$ cat src/rtl/poly_reduce_seq.sv
// Iterative reduction of a (2M-1)-coefficient product modulo x^M + x^K + 1.
// One high coefficient is folded per cycle, using integer add or GF(2) XOR.
module poly_reduce_seq #(
  parameter int W = 8,
  parameter int M = 5,
  parameter int K = 2
) (
  input  logic                 clk,
  input  logic                 reset,
  input  logic                 in_valid,
  output logic                 in_ready,
  input  logic [(2*M-1)*W-1:0] s_in,
  input  logic                 xor_mode,
  output logic                 out_valid,
  input  logic                 out_ready,
  output logic [M*W-1:0]       c_out,
  output logic                 busy
);

  localparam int N  = 2*M-1;
  localparam int JW = $clog2(N);

  typedef enum logic [1:0] {
    ST_IDLE = 2'd0,
    ST_FOLD = 2'd1,
    ST_DONE = 2'd2
  } state_t;

  state_t        state_r;
  logic [W-1:0]  acc_r     [N];
  logic [W-1:0]  acc_nxt_s [N];
  logic [JW-1:0] j_r;
  logic          mode_r;
  logic          out_valid_r;
  logic [W-1:0]  top_s;
  int            j_int_s;

  if (M < 2 || K < 1 || K > M-1) begin : g_param_check
    initial $fatal(1, "poly_reduce_seq: illegal parameters M=%0d K=%0d", M, K);
  end

  function automatic logic [W-1:0] coef_add(input logic [W-1:0] a,
                                            input logic [W-1:0] b,
                                            input logic         xm);
    logic [W-1:0] r;
    if (xm) begin
      r = a ^ b;
    end else begin
      r = a + b;
    end
    return r;
  endfunction

  // Fold step: both targets read the pre-update acc, the folded slot is cleared.
  always_comb begin
    j_int_s = int'(j_r);
    top_s   = '0;
    for (int i = 0; i < N; i++) begin
      top_s = (i == j_int_s) ? acc_r[i] : top_s;
    end
    for (int i = 0; i < N; i++) begin
      if (i == j_int_s - M) begin
        acc_nxt_s[i] = coef_add(acc_r[i], top_s, mode_r);
      end else if (i == j_int_s - M + K) begin
        acc_nxt_s[i] = coef_add(acc_r[i], top_s, mode_r);
      end else if (i == j_int_s) begin
        acc_nxt_s[i] = '0;
      end else begin
        acc_nxt_s[i] = acc_r[i];
      end
    end
  end

  // Control FSM together with the accumulator, index and mode registers.
  always_ff @(posedge clk) begin
    if (reset) begin
      state_r     <= ST_IDLE;
      out_valid_r <= 1'b0;
      j_r         <= '0;
      mode_r      <= 1'b0;
      for (int i = 0; i < N; i++) begin
        acc_r[i] <= '0;
      end
    end else begin
      case (state_r)
        ST_IDLE: begin
          if (in_valid) begin
            for (int i = 0; i < N; i++) begin
              acc_r[i] <= s_in[i*W +: W];
            end
            mode_r  <= xor_mode;
            j_r     <= JW'(N-1);
            state_r <= ST_FOLD;
          end
        end
        ST_FOLD: begin
          for (int i = 0; i < N; i++) begin
            acc_r[i] <= acc_nxt_s[i];
          end
          j_r <= j_r - JW'(1);
          // The fold at j = M is the last one; results now sit in acc[M-1:0].
          if (j_r == JW'(M)) begin
            state_r     <= ST_DONE;
            out_valid_r <= 1'b1;
          end
        end
        ST_DONE: begin
          if (out_ready) begin
            state_r     <= ST_IDLE;
            out_valid_r <= 1'b0;
          end
        end
        default: begin
          state_r     <= ST_IDLE;
          out_valid_r <= 1'b0;
        end
      endcase
    end
  end

  // Result is taken straight from the low accumulator slots.
  always_comb begin
    c_out = '0;
    for (int i = 0; i < M; i++) begin
      c_out[i*W +: W] = acc_r[i];
    end
  end

  assign in_ready  = (state_r == ST_IDLE);
  assign busy      = (state_r != ST_IDLE);
  assign out_valid = out_valid_r;

endmodule

$ cat config.mk
export PLATFORM = sky130hd
export DESIGN_NAME = poly_reduce_seq
export DESIGN_NICKNAME = d
export VERILOG_FILES = /design/src/rtl/poly_reduce_seq.sv
export SDC_FILE = /design/constraint.sdc
export NUM_CORES = 1
export LEC_CHECK = 0
export ABC_AREA = 1
export CAP_MARGIN = 40
export CORE_MARGIN = 2
export CORE_UTILIZATION = 45
export CTS_CLUSTER_DIAMETER = 100
export DETAILED_ROUTE_END_ITERATION = 8
export GPL_ROUTABILITY_DRIVEN = 0
export PLACE_DENSITY = 0.68
export SKIP_LAST_GASP = 1
export SLEW_MARGIN = 20
export SYNTH_ARGS = -nofsm -noshare
export SYNTH_HDL_FRONTEND = slang
export SYNTH_SLANG_ARGS = --single-unit
$ cat constraint.sdc
create_clock -name clk -period 9.51 [get_ports clk]
set_input_delay 1.4265 -clock clk [delete_from_list [all_inputs] [get_ports clk]]
set_output_delay 1.4265 -clock clk [all_outputs]
set_load 0.1 [all_outputs]
After elaboration in Yosys (flattened, before gate mapping)
Memory sizes are Yosys's and may differ from the RTL's.
Cells that the tools add are included.
Operators by class
  add/subtract/negate cells: 12
  reductions and logical operators: 10
  equality and inequality tests: 30
  muxes and demuxes: 81
  bitwise gates (word level): 28
Operators by type and width (count)
  two-way mux 8 bit: 63
  adder 8 bit: 9
  XOR 8 bit: 9
  logical NOT 32 bit: 2
  == test 4 x 6 -> 1 bit, first input constant: 4
  == test 4 bit, first input constant: 5
  == test 4 x 5 -> 1 bit, first input constant: 4
  OR 1 bit: 18
  == test 3 x 6 -> 1 bit, first input constant: 2
  two-way mux 1 bit: 11
  == test 3 x 5 -> 1 bit, first input constant: 2
  == test 3 x 4 -> 1 bit, first input constant: 2
  one-hot mux 4 bit (2 select lines): 1
  adder 5 x 3 -> 6 bit, second input constant: 1
  == test 2 x 6 -> 1 bit, first input constant: 1
  == test 5 x 6 -> 1 bit, first input constant: 1
  two-way mux 2 bit: 3
  inequality test 2 bit, second input constant: 3
  one-hot mux 2 bit (3 select lines): 1
  AND reduction 3 bit: 2
  == test 2 x 5 -> 1 bit, first input constant: 1
  == test 5 bit, first input constant: 1
  subtractor 4 x 3 -> 5 bit, second input constant: 1
  == test 2 x 4 -> 1 bit, first input constant: 1
  other kinds (11): 13
Storage, ports and cells
  output and inout bits: 43
  bits of input ports: 77
  logic and storage cells: 166
  RAM bits: 72
  bits in registers: 8
  memories kept: 1
Memory list
  acc_r: words 9, width 8, read ports 9, clocked after memory_dff 0, wr ports 9, RTL line 30  | logic [W-1:0] acc_r [N];

Longest topological paths before layout
Gate-level depths: netlist of run 1.
  depth after elaboration: 15
  mapped depth: 24
  gate-level depth less buffers: 24

Least setup slack after synthesis of run 1
Ideal clock, no wire load.
  path type: register to output
  start point: register state_r[1]
  end point: output busy
  path buffers: 0
  cell stages (with the launch flop): 3
  slack: 5521 ps
  arrival: 2562 ps
  required time: 8083 ps
  cells stage by stage: dfxtp_1 -> nor2_1 -> inv_1
Between the ends
  cells in the longest elaborated chain, start to end: 1
RTL lines
  start, declared: RTL line 29  | state_t state_r;
  start signal, assigned: RTL line 77  | state_r <= ST_IDLE;
  start signal, assigned: RTL line 93  | state_r <= ST_FOLD;
  start signal, assigned: RTL line 103  | state_r <= ST_DONE;
  nonzero test 2 bit: RTL line 130  | assign busy = (state_r != ST_IDLE);
  end, declared: RTL line 17  | output logic busy
No other way between the ends.

==> flow_metrics.env, run 1 <==
export IMPL_crit_top_cell="nand3_1"
export IMPL_core_mm2=0.0178
export IMPL_h_tree_depth=3
export IMPL_cp_start_kind="register"
export IMPL_holdBufCountCts=0
export IMPL_final_setup_worst_slack_ns=5.21
export IMPL_rr_worst_depth=24
export IMPL_critPathArrivalTime_ns=4.41
export IMPL_vdd_drop_max_mv=0.106
export IMPL_p_leak_nw=4.94
export IMPL_cts_root_buf="clkbuf_16"
export IMPL_setup_viol=0
export IMPL_vias_per_cell=5.31
export IMPL_synth_cells=1135
export IMPL_status="completed"
export IMPL_cts_setup_buffers=0
export IMPL_overflow=0
export IMPL_hold_end="out_valid"
export IMPL_rsz0062_at_grt="false"
export IMPL_slew_violations=0
export IMPL_die_h_um=138
export IMPL_wl_per_cell_um=16.1
export IMPL_numPortBuffers=119
export IMPL_synth_nets=1310
export IMPL_area_delta_synth_final_pct=26.6
export IMPL_fin_crit_sh_pct=45.2
export IMPL_final_cell_mix="381 x nand2_1, 119 x clkdlybuf4s50_1, 105 x inv_1"
export IMPL_preCtsSetupSlack_ns=5.32
export IMPL_finalHoldViolCount=0
export IMPL_cts_sinks=80
export IMPL_grt_max_degree=70
export IMPL_p_per_area_mw_per_mm2=191
export IMPL_hold_class="register to register"
export IMPL_endpoint_kind="register"
export IMPL_antenna_found_initial=0
export IMPL_max_stage_delay_ns=0.50
export IMPL_start_util_pct=45.5
export IMPL_dr_total_vias=7896
export IMPL_die_area_mm2=0.0191
export IMPL_cp_slowest_cell="nor2_1"
export IMPL_path_class="register to register"
export IMPL_cp_cell_sequence="inv_1, ha_1, inv_1, nor2_1, nand3_1, nand3_1, nand3_1, nand3_1, nand2_1, nand2_1, a21oi_1, nor2_1, buf_4, ha_1, a21oi_1, nand2_1, nand3_1, nand3_1, nand3_1, nand2_1, inv_1, nand3_1, nand3_1, nand2_1"
export IMPL_die_width_um=138
export IMPL_seq_area_frac_synth_pct=28.7
export IMPL_cts_buffers=9
export IMPL_hold_depth=1
export IMPL_cts_buffer_depth=2
export IMPL_cap_violations=0
export IMPL_firstDrtPassIters=6
export IMPL_r2r_start="j_r[0]"
export IMPL_reg2reg_slack_ns=5.21
export IMPL_yosysWarnings=0
export IMPL_num_rows=49
export IMPL_insertion_delay_ns=0.36
export IMPL_n_antenna_cell=0
export IMPL_first_iter_violations=747
export IMPL_ant_nets=0
export IMPL_fin_nets=1429
export IMPL_syn_area_mm2=0.00809
export IMPL_crit_required_ns=9.62
export IMPL_place_hpwl_um=18300
export IMPL_cp_startpoint="j_r[0]"
export IMPL_final_common_cell="nand2_1"
export IMPL_relSlewSlack_pct=41.3
export IMPL_wirelength_um=23900
export IMPL_cts_resized=0
export IMPL_grt_first_pass_wirelength_um=38400
export IMPL_period_needed_ns=4.30
export IMPL_fmax_mhz=233
export IMPL_fin_tns_setup_ns=0
export IMPL_hold_start="state_r[1]"
export IMPL_worstMarginPinSlew_ns=0.880
export IMPL_drcViolationCount=0
export IMPL_io_pin_count=120
export IMPL_crit_fanout=13
export IMPL_ys_ff_latch=80
export IMPL_layout_drive_gt1_share_pct=8.90
export IMPL_clkTransAtPathRegs_ns=0.07
export IMPL_timing_rr_end="acc_r[0][63]"
export IMPL_cts_tree="built"
export IMPL_synth_cell_types=40
export IMPL_syn_area_per_cell_um2=7.13
export IMPL_grt_pass1_vias=7494
export IMPL_skew_ns=0.00868
export IMPL_grt_total_usage_pct=25.0
## logic make-up after synthesis
| kind of cell | share of synthesized area [%] |
|---|---|
| AO/OA/AOI/OAI | 11.6 |
| XOR/XNOR | 3.79 |
| adder cells (fa/ha/maj) | 16.0 |
| buffers and inverters | 10.3 |
| flip-flops | 28.7 |
| multiplexers | 0.371 |
| AND/OR/NAND/NOR | 29.3 |
## routing by layer
metal  part of all wire [%]  GRT usage (%)
met5                      0              0
met4                    2.9           8.65
met3                    7.1           3.81
met2                     47           41.7
met1                     43           33.1
## report_power, final
| group | internal [mW] | switching, mW |
|---|---|---|
| Sequential | 0.435 | 0.0476 |
| Combinational | 0.399 | 0.692 |
| Clock | 0.230 | 0.154 |
## critical path, delay by kind of cell, from the launching register on
family                   cells  cell delay [ns]
flip-flops                   1             0.36
AO/OA/AOI/OAI                2             0.19
buffers and inverters        4             0.76
AND/OR/NAND/NOR             16             2.17
adder cells (fa/ha/maj)      2             0.58
## flip-flops by register name, indices dropped and copies added, names as in the netlist
register and flops:
acc_r 72, j_r 4, state_r 2, mode_r 1, out_valid 1
## worst max path at each step
stage | to | slack, ns | cells after the start
2_1_floorplan | busy | 5.52 | 2
3_3_place_gp | acc_r[0][62] | 4.99 | 21
3_5_place_dp | acc_r[0][54] | 5.32 | 22
4_1_cts | acc_r[0][54] | 5.31 | 22
5_1_grt | acc_r[0][46] | 4.75 | 22
6_report | acc_r[0][63] | 5.21 | 24
## through the flow
step	cell area (µm²)	util, %	instances	hold slack [ns]	total power, mW
after CTS	10200	57.6	1488	0.495	1.95
after floorplan	8090	-	1135	0.461	1.24
after global placement	9240	52.0	1426	0.474	1.47
after global routing	10200	57.6	1488	0.522	2.08
after detailed placement	9920	55.8	1472	0.485	1.57
final	10200	57.6	1488	0.494	1.96
## cell usage after synthesis (all sizes together)
cell / n / area [µm²]
nand2: 393 / 1540
inv: 115 / 432
nand3: 98 / 500
o21ai: 95 / 498
ha: 89 / 1110
edfxtp: 72 / 2160
nor2: 68 / 278
a21oi: 62 / 337
buf: 43 / 315
clkbuf: 21 / 78.8
xnor2: 18 / 158
xor2: 17 / 149
fa: 9 / 180
dfxtp: 8 / 160
a211oi: 4 / 30.0
or2: 4 / 25.0
a21boi: 3 / 26.3
mux2i: 3 / 30.0
clkinv: 2 / 7.51
nand4: 2 / 12.5
nor3: 2 / 10.0
o211ai: 2 / 15.0
a21o: 1 / 7.51
a22oi: 1 / 7.51
nand3b: 1 / 7.51
o21bai: 1 / 7.51
o22ai: 1 / 6.26
## layout make-up
class                      instances  area (µm²)
inverter                         117         439
tap                              229         287
clock buffer                       9         225
multi-input combinational        874        4950
timing repair buffer             172        1930
clock inverter                     7        95.1
sequential                        80        2320
fill                            1677        7540
Note: power is estimated with default switching activity, not from simulation.
==> inputs of run 2 (changes only) <==
--- a/config.mk
+++ b/config.mk
@@ -12,7 +12,7 @@
 export CTS_CLUSTER_DIAMETER = 100
 export DETAILED_ROUTE_END_ITERATION = 8
 export GPL_ROUTABILITY_DRIVEN = 0
-export PLACE_DENSITY = 0.68
+export PLACE_DENSITY = 0.71
 export SKIP_LAST_GASP = 1
 export SLEW_MARGIN = 20
 export SYNTH_ARGS = -nofsm -noshare
==> constraint.sdc (replaced) <==
create_clock -name clk -period 3.5 [get_ports clk]
set_input_delay 0.525 -clock clk [delete_from_list [all_inputs] [get_ports clk]]
set_output_delay 0.525 -clock clk [all_outputs]
set_load 0.1 [all_outputs]
==> run 2 against run 1 <==
Net effect:
- clock skew is 0.0012 ns higher
- largest cell class unchanged
- highest routed layer unchanged
- first-iteration DRC count is 18% lower
- via count is 6.1% higher
- die area stayed put
- largest power group unchanged
- non-clock buffer count is 82 higher
- flip-flop and latch count stayed put
- sequential power grew to 2.7 times the previous value
- register-to-register slack worse by 5.1 ns
- power grew to 2.9 times the previous value
- sequential share of layout area is 2.0 points lower
- count of clock-buffer cells in the layout is 3 higher
- final cell count is 5.5% higher
==> flow_metrics.env, run 2 (synthesis gave the netlist of run 1 again) <==
export IMPL_p_per_area_mw_per_mm2=508
export IMPL_die_width_um=138
export IMPL_hold_class="register to register"
export IMPL_start_util_pct=45.5
export IMPL_h_tree_depth=3
export IMPL_setup_viol=0
export IMPL_grt_first_pass_wirelength_um=39600
export IMPL_io_pin_count=120
export IMPL_path_class="register to register"
export IMPL_fin_tns_setup_ns=0
export IMPL_wirelength_um=25800
export IMPL_place_hpwl_um=19300
export IMPL_cts_buffer_depth=2
export IMPL_status="completed"
export IMPL_finalHoldViolCount=0
export IMPL_switching_share_pct=45.3
export IMPL_largest_reg_flops=72
export IMPL_cts_sinks=80
export IMPL_cts_root_buf="clkbuf_16"
export IMPL_dr_total_vias=8380
export IMPL_final_common_cell="nand2_1"
export IMPL_p_comb_share_pct=60.1
export IMPL_ant_nets=0
export IMPL_cap_violations=0
export IMPL_layout_drive_gt1_share_pct=19.3
export IMPL_crit_required_ns=3.61
export IMPL_vias_per_cell=5.34
export IMPL_top_register="acc_r"
export IMPL_skew_ns=0.00990
export IMPL_cp_start_kind="register"
export IMPL_wl_per_cell_um=16.4
export IMPL_grt_pass1_vias=8000
export IMPL_fin_hold_ws_ns=0.503
export IMPL_reg_top3="acc_r: 72 flops, j_r: 4 flops, state_r: 2 flops"
export IMPL_worstMarginPinSlew_ns=0.735
export IMPL_preCtsSetupSlack_ns=-0.131
export IMPL_fin_crit_sh_pct=97.1
export IMPL_period_needed_ns=3.40
export IMPL_grt_total_usage_pct=25.7
export IMPL_core_mm2=0.0178
export IMPL_relSlewSlack_pct=50.9
export IMPL_power_share_sequential_pct=23.2
export IMPL_fmax_mhz=294
export IMPL_die_h_um=138
export IMPL_finalPower_mw=5.72
export IMPL_fin_nets=1511
export IMPL_drcViolationCount=0
export IMPL_firstDrtPassIters=6
export IMPL_cts_tree="built"
export IMPL_overflow=0
export IMPL_final_cell_mix="374 x nand2_1, 119 x clkdlybuf4s50_1, 100 x inv_1"
export IMPL_grt_max_degree=42
export IMPL_numPortBuffers=119
export IMPL_first_iter_violations=612
export IMPL_vdd_drop_max_mv=0.309
export IMPL_intPower_mw=3.13
export IMPL_holdBufCountCts=0
export IMPL_crit_fanout=5
export IMPL_area_delta_synth_final_pct=39.2
export IMPL_rr_worst_depth=26
export IMPL_n_antenna_cell=0
export IMPL_clkPwrFrac_pct=16.7
export IMPL_postLayoutCoreUtil_pct=63.3
export IMPL_cts_buffers=9
export IMPL_clkTransAtPathRegs_ns=0.06
export IMPL_slew_violations=0
export IMPL_insertion_delay_ns=0.36
export IMPL_critPathArrivalTime_ns=3.51
export IMPL_endpoint_kind="register"
export IMPL_rsz0062_at_grt="true"
export IMPL_final_setup_worst_slack_ns=0.101
export IMPL_num_rows=49
export IMPL_die_area_mm2=0.0191
export IMPL_hold_depth=1
export IMPL_antenna_found_initial=0
export IMPL_switchingPower_mw=2.59
export IMPL_p_leak_nw=5.34
[run 2: per-layer routing]
| metal | GRT usage, % | wire, µm |
|---|---|---|
| met1 | 34.1 | 10800 |
| met2 | 43.3 | 12500 |
| met3 | 3.08 | 1690 |
| met4 | 9.77 | 731 |
| met5 | 0 | 0 |
[run 2: through the flow]
stage	instance area, µm²	instances
after floorplan	8100	1135
after global placement	9790	1496
after detailed placement	10500	1541
after CTS	10800	1557
after global routing	11300	1570
final	11300	1570
[run 2: power by group through the flow]
stage / Clock [mW] / Combinational, mW / Sequential [mW]
floorplan: 0 / 2.10 / 1.27
global placement: 0 / 2.85 / 1.32
detailed placement: 0 / 3.11 / 1.32
CTS: 0.956 / 3.15 / 1.30
global route: 0.986 / 3.73 / 1.33
finish: 0.955 / 3.44 / 1.32
[run 2: path summary, 6_finish.rpt]
kind                  endpoint        from  slack [ns]
hold reg to reg      out_valid  state_r[1]        0.50
setup reg to reg  acc_r[0][15]      j_r[1]        0.10
hold / removal       out_valid  state_r[1]        0.50
setup / recovery  acc_r[0][15]      j_r[1]        0.10
[run 2: area by class of cell]
type	instances	area, µm²
sequential	80	2330
clock buffer	12	236
tap	229	287
timing repair buffer	254	2590
fill	1524	6520
multi-input combinational	874	5330
clock inverter	4	45.0
inverter	117	445
[run 2: critical path, cell delays in order (launching register included)]
cell and delay, ns:
dfxtp_2 0.32, inv_2 0.10, ha_4 0.15, inv_2 0.05, buf_4 0.15, buf_4 0.13, nand3_1 0.09, nand3_1 0.08
o211ai_1 0.15, nand4_1 0.21, nand2_1 0.10, nand2_1 0.08, o21ai_2 0.09, nand2_2 0.10, buf_4 0.19, ha_4 0.29
nand2_1 0.05, inv_1 0.08, nand2_1 0.09, nand3_1 0.14, nand2_1 0.07, nand2_1 0.06, nand2_1 0.07, inv_1 0.07
nand3_1 0.07, nand3_1 0.12, nand2_1 0.05
[run 2: what timing repair did]
item | 4_1_cts | 5_1_grt
endpoints found under the hold margin | 0 | 0
gates cloned | 0 | 0
gates resized for setup | 13 | 89
endpoints found under the setup margin | 10 | 30
buffers inserted | 0 | 13
pin swaps | 1 | 33
